<file path="config.mk">
export PLATFORM = sky130hd
export DESIGN_NAME = i2c_regacc
export DESIGN_NICKNAME = d
export VERILOG_FILES = /design/src/rtl/i2c_regacc.sv
export SDC_FILE = /design/constraint.sdc
export NUM_CORES = 1
export LEC_CHECK = 0
export ABC_AREA = 1
export BUFFER_PORTS_ARGS = -buffer_cell sky130_fd_sc_hd__buf_2
export CAP_MARGIN = 30
export CORE_ASPECT_RATIO = 1.4
export CORE_MARGIN = 4
export CORE_UTILIZATION = 37
export DETAILED_ROUTE_END_ITERATION = 10
export PLACE_DENSITY = 0.53
export SLEW_MARGIN = 15
export SYNTH_ARGS = -nofsm -noshare
export SYNTH_HDL_FRONTEND = slang
export SYNTH_SLANG_ARGS = --single-unit
</file>
<file path="constraint.sdc">
create_clock -name clk -period 1.9 [get_ports clk]
set_input_delay 0.095 -clock clk [delete_from_list [all_inputs] [get_ports clk]]
set_output_delay 0.095 -clock clk [all_outputs]
set_load 0.005 [all_outputs]
</file>
<file path="src/rtl/i2c_regacc.sv">
// ---------------------------------------------------------------------------
// i2c_regacc
//   Register-access front end for the i2c byte engine. Accepts one host
//   command (read or write of an 8-bit register on a 7-bit device), expands
//   it into the engine's per-byte req/ack sequence and returns one response.
//     write: dev+W, reg, data, STOP
//     read : dev+W, reg, repeated START, dev+R, data, STOP
//
// Build option:
//   I2C_REGACC_ADDR16_EN  - when defined, cmd_reg is 16 bits and the register
//                           high byte (REGH) is sent before the low byte.
//
// Parameters:
//   RSTWAIT   cycles cmd_ready stays low after reset, so the engine (which
//             has no reset) can finish any transaction already in flight.
//
// Ports:
//   clk, rstn     clock, asynchronous active-low reset
//   cmd_valid/cmd_ready/cmd_rd/cmd_dev/cmd_reg/cmd_wdata   host command
//   rsp_valid/rsp_data/rsp_err                             host response
//   addr/wrdata/req/last   byte request to the engine (all registered)
//   rddata/ack/err         per-byte completion from the engine
//
// Handshakes:
//   Host command: transfer happens on a rising edge where cmd_valid and
//   cmd_ready are both high; cmd_ready is high only in IDLE. Response:
//   rsp_valid is a one-cycle strobe with no back-pressure. Engine: req is a
//   one-cycle strobe; addr/wrdata/last stay stable until the matching ack;
//   rddata and err are only looked at in the cycle ack is high.
// ---------------------------------------------------------------------------
module i2c_regacc #(
  parameter int RSTWAIT = 50000,
`ifdef I2C_REGACC_ADDR16_EN
  localparam int RW = 16
`else
  localparam int RW = 8
`endif
) (
  input  logic          clk,
  input  logic          rstn,
  // host command
  input  logic          cmd_valid,
  output logic          cmd_ready,
  input  logic          cmd_rd,
  input  logic [6:0]    cmd_dev,
  input  logic [RW-1:0] cmd_reg,
  input  logic [7:0]    cmd_wdata,
  // host response
  output logic          rsp_valid,
  output logic [7:0]    rsp_data,
  output logic          rsp_err,
  // to engine
  output logic [7:0]    addr,
  output logic [7:0]    wrdata,
  output logic          req,
  output logic          last,
  // from engine
  input  logic [7:0]    rddata,
  input  logic          ack,
  input  logic          err
);

  typedef enum logic [2:0] {
    RSTW  = 3'd0,
    IDLE  = 3'd1,
`ifdef I2C_REGACC_ADDR16_EN
    REGH  = 3'd2,
`endif
    REGL  = 3'd3,
    WDATA = 3'd4,
    RSEL  = 3'd5,
    DONE  = 3'd6
  } state_t;

  state_t        state;
  logic [15:0]   cnt;

  // command fields captured at acceptance
  logic          c_rd;
  logic [6:0]    c_dev;
  logic [RW-1:0] c_reg;
  logic [7:0]    c_wdata;

  always_ff @(posedge clk or negedge rstn) begin
    if (!rstn) begin
      state     <= RSTW;
      cnt       <= RSTWAIT[15:0];
      cmd_ready <= 1'b0;
      rsp_valid <= 1'b0;
      rsp_data  <= 8'h00;
      rsp_err   <= 1'b0;
      addr      <= 8'h00;
      wrdata    <= 8'h00;
      req       <= 1'b0;
      last      <= 1'b0;
      c_rd      <= 1'b0;
      c_dev     <= 7'h00;
      c_reg     <= '0;
      c_wdata   <= 8'h00;
    end else begin
      // strobes default low; the states below raise them for one cycle
      req       <= 1'b0;
      rsp_valid <= 1'b0;

      case (state)
        // Counter reaches 0, then one more cycle to leave. Acks here belong
        // to a transaction started before reset and are dropped.
        RSTW: begin
          if (cnt == 16'd0) begin
            state     <= IDLE;
            cmd_ready <= 1'b1;
          end else begin
            cnt <= cnt - 16'd1;
          end
        end

        IDLE: begin
          if (cmd_valid && cmd_ready) begin
            c_rd      <= cmd_rd;
            c_dev     <= cmd_dev;
            c_reg     <= cmd_reg;
            c_wdata   <= cmd_wdata;
            cmd_ready <= 1'b0;
            rsp_data  <= 8'h00;
            rsp_err   <= 1'b0;
            // first register byte is always sent with the write direction
            req       <= 1'b1;
            addr      <= {cmd_dev, 1'b0};
            last      <= 1'b0;
`ifdef I2C_REGACC_ADDR16_EN
            state     <= REGH;
            wrdata    <= cmd_reg[15:8];
`else
            state     <= REGL;
            wrdata    <= cmd_reg[7:0];
`endif
          end
        end

`ifdef I2C_REGACC_ADDR16_EN
        REGH: begin
          if (ack) begin
            if (err) begin
              // engine already issued STOP; report and stop requesting
              state     <= DONE;
              rsp_valid <= 1'b1;
              rsp_err   <= 1'b1;
              rsp_data  <= 8'h00;
            end else begin
              state  <= REGL;
              req    <= 1'b1;
              wrdata <= c_reg[7:0];
            end
          end
        end
`endif

        REGL: begin
          if (ack) begin
            if (err) begin
              state     <= DONE;
              rsp_valid <= 1'b1;
              rsp_err   <= 1'b1;
              rsp_data  <= 8'h00;
            end else if (c_rd) begin
              // read direction in addr makes the engine issue repeated START
              state  <= RSEL;
              req    <= 1'b1;
              addr   <= {c_dev, 1'b1};
              wrdata <= 8'h00;
              last   <= 1'b1;
            end else begin
              state  <= WDATA;
              req    <= 1'b1;
              wrdata <= c_wdata;
              last   <= 1'b1;
            end
          end
        end

        WDATA: begin
          if (ack) begin
            state     <= DONE;
            rsp_valid <= 1'b1;
            rsp_err   <= err;
            rsp_data  <= 8'h00;
          end
        end

        // RSEL both selects read mode and returns the data byte
        RSEL: begin
          if (ack) begin
            state     <= DONE;
            rsp_valid <= 1'b1;
            rsp_err   <= err;
            rsp_data  <= err ? 8'h00 : rddata;
          end
        end

        // rsp_valid is high during DONE; ready returns the cycle after
        DONE: begin
          state     <= IDLE;
          cmd_ready <= 1'b1;
        end

        default: begin
          state     <= RSTW;
          cnt       <= RSTWAIT[15:0];
          cmd_ready <= 1'b0;
        end
      endcase
    end
  end

endmodule

</file>
==> flow_metrics.py <==
metrics = {
    "critical_path": {
        "arrival_ns": 1.84,
        "end_kind": "register",
        "start_kind": "register",
        "cp_max_fo": 22,
        "ff2ff_path_depth": 9,
        "path_common_cell": "nand2_1",
        "cp.required_ns": 2.13,
        "path_cells": "inv_1, ha_1, nand2_1, nor2_1, nand3_1, nand2_2, buf_12, nand2_1, o21ai_0",
        "crit_path_top_delay_cell": "dfrtp_1",
        "crit_type": "reg -> reg",
        "crit_path_max_incr_delay_ns": 0.39,
    },
    "drt": {
        "avgRoutedWirePerCell_um": 12.5,
        "wl_um": 7840,
        "vias_per_cell": 4.67,
        "via_count": 2920,
        "first_pass_iters": 4,
        "first_iter_violations": 106,
        "drc": 0,
        "final_antenna_net_count": 0,
    },
    "timing": {
        "worst_slack_ns": 0.290,
        "skew_ns": 0.00736,
        "finalCriticalPeriod_ns": 1.61,
        "setup_viol": 0,
        "maxSlewViolCount": 0,
        "finalHoldViolations": 0,
        "relSlewSlack_pct": 64.9,
        "fin_crit_sh_pct": 84.7,
        "fmax_ghz": 0.621,
        "tightest_slew_ns": 0.527,
        "rsz0062_at_grt": "no",
        "tns_ns": 0,
    },
    "floorplan": {
        "coreArea_mm2": 0.00866,
        "die_w_um": 87.8,
        "die_h_um": 120,
        "io_pins": 66,
        "initial_core_util_pct": 38.1,
        "num_rows": 40,
        "dieArea_mm2": 0.0105,
    },
    "status": {
        "status": "complete, no violations",
    },
    "layout": {
        "drive_above_1_share_pct": 23.5,
        "design_area_mm2": 0.00418,
        "area_growth_syn_to_layout_pct": 26.7,
        "antennaDiodeCount": 0,
        "fillers": 904,
        "final_util_pct": 48.2,
        "nets": 553,
    },
    "global_route": {
        "grt.busiest_layer": "met2",
        "grt.total_usage_pct": 16.0,
        "grt_use_met3_pct": 4.19,
        "met2_usage_pct": 28.4,
        "grt_max_degree": 45,
        "antenna_found_initial": 0,
        "grt_overflow": 0,
        "use_met1_pct": 18.4,
        "grt_pass1_vias": 2987,
        "grt_pass1_wl_um": 13400,
    },
    "clock_tree": {
        "cts_made_buffers": 9,
        "clock-sinks": 64,
        "post-cts-setup-buffers": 0,
        "cts_root_buf": "clkbuf_16",
        "clk_latency_ns": 0.32,
        "cts_tree": "done",
        "ctsHtreeMaxLevel": 3,
        "cts_resized": 0,
        "ctsHoldBuffers": 10,
        "cts_buffer_depth": 2,
        "clkTransAtPathRegs_ns": 0.05,
    },
    "yosys": {
        "yosys_warnings": 0,
        "avgSynthCellArea_um2": 7.63,
        "synth_nets": 470,
        "synth_flop_cell": "dfrtp_1",
        "async_flop_share_pct": 100,
        "netlist_area_mm2": 0.00330,
        "synth_edf_count": 0,
        "synthCells": 432,
        "synth_sequential_area_ratio_pct": 48.8,
        "ys_ff_latch": 64,
        "synth_cell_types": 29,
    },
    "power_and_ir_drop": {
        "p_leak_uw": 0.00221,
        "ir_worst_vdd_uv": 799,
        "power_density_mw_per_mm2": 1580,
    },
    "min_path": {
        "hold_depth": 3,
        "hold_path.class": "in -> reg",
    },
    "run": {
        "cap_violations": 0,
    },
    "placed_design": {
        "place_area_mm2": 0.00376,
        "dpl.hpwl_um": 5890,
        "io_buffers": 65,
        "gp_congestion": 0.836,
        "dp_slack_ns": 0.274,
    },
}
area by class of cell:
class,instances,area [um2],area share (%)
Tap cell,105,131,3.15
Clock inverter,5,81.3,1.95
Sequential cell,64,1610,38.5
Inverter,39,149,3.57
Clock buffer,11,233,5.57
Timing Repair Buffer,84,518,12.4
Multi-Input combinational cell,317,1460,34.8
worst max-delay path: cells and delay by family (launching register included):
kind / cells / cell delay, ns
simple gates: 5 / 0.60
flops: 1 / 0.39
buf+inv: 2 / 0.24
fa+ha+maj: 1 / 0.22
compound gates: 1 / 0.07
flip-flops by register name, indices dropped and copies added (netlist names):
register   cells
cmd_ready      1
last           1
c_wdata        8
cnt           16
rsp_data       8
rsp_valid      1
addr           8
rsp_err        1
c_rd           1
wrdata         8
state          3
req            1
c_dev          7
path summary, 6_finish.rpt:
| path | to | startpoint | slack [ns] |
|---|---|---|---|
| setup / recovery | cnt[0] | cnt[0] | 0.29 |
| hold / removal | wrdata[0] | cmd_reg[0] | 0.02 |
| setup reg to reg | cnt[0] | cnt[0] | 0.29 |
| hold reg to reg | c_wdata[4] | c_wdata[4] | 0.47 |
| max in group asynchronous | cnt[15] | rstn | 0.94 |
| min in group asynchronous | cnt[13] | rstn | 0.29 |
cells in the mapped netlist, types with 2 or more instances:
library cell | instances | area [um2]
a21oi_1 | 2 | 10.0
nor2_2 | 4 | 25.0
o21bai_1 | 2 | 15.0
nand4_1 | 9 | 56.3
xor2_1 | 3 | 26.3
nand2_2 | 5 | 31.3
o21ai_0 | 21 | 105
o211ai_1 | 8 | 60.1
inv_1 | 31 | 116
inv_2 | 5 | 18.8
nand2_1 | 182 | 683
dfrtp_1 | 58 | 1450
buf_6 | 2 | 22.5
dfstp_2 | 6 | 158
buf_2 | 7 | 35.0
o21ai_1 | 8 | 40.0
nor2_1 | 32 | 120
nand3_1 | 26 | 130
clkinv_1 | 2 | 7.51
nor2_4 | 3 | 33.8
o21ai_2 | 8 | 70.1
metal layers:
layer	wire [um]	vias to the layer above
li1	-	1529
met4	77	0
met3	328	7
met2	4190	47
met1	3240	1337
met5	0	-
cell families (layout without fill, tap and decap cells):
family	after synthesis	count (layout)	share of synthesized area [%]
xor+xnor	3	3	0.797
simple gates	264	264	33.9
buf+inv	51	139	7.06
compound gates	49	49	9.11
fa+ha+maj	1	1	0.379
flops	64	64	48.8
metrics by stage:
| stage | hold slack (ns) | power (uW) | instances |
|---|---|---|---|
| after floorplan | -0.201 | 4150 | 432 |
| after global placement | 0.106 | 4900 | 599 |
| after detailed placement | 0.114 | 4940 | 599 |
| after CTS | 0.0177 | 6730 | 625 |
| after global routing | 0.0276 | 7220 | 625 |
| final | 0.0234 | 6610 | 625 |
cell usage in the layout (no fill, tap or decap), drive strengths merged:
cell | Yosys | layout
clkinvlp | 0 | 1
nor2 | 39 | 39
dlygate4sd3 | 0 | 10
nand3b | 1 | 1
a21oi | 2 | 2
dfrtp | 58 | 58
dfstp | 6 | 6
o21bai | 2 | 2
o21ai | 37 | 37
nand2 | 188 | 188
clkinv | 2 | 4
nand4 | 9 | 9
buf | 11 | 74
xor2 | 3 | 3
bufinv | 0 | 2
nand3 | 27 | 27
ha | 1 | 1
o211ai | 8 | 8
clkbuf | 1 | 11
inv | 37 | 37
power breakdown:
group / total [uW] / switching [uW] / leakage [uW] / internal, uW
logic: 2600 / 1650 / 0.00125 / 948
registers: 2280 / 355 / 0.000815 / 1930
clock network: 1730 / 580 / 0.000150 / 1150
Power figures use the tool's default switching activity.
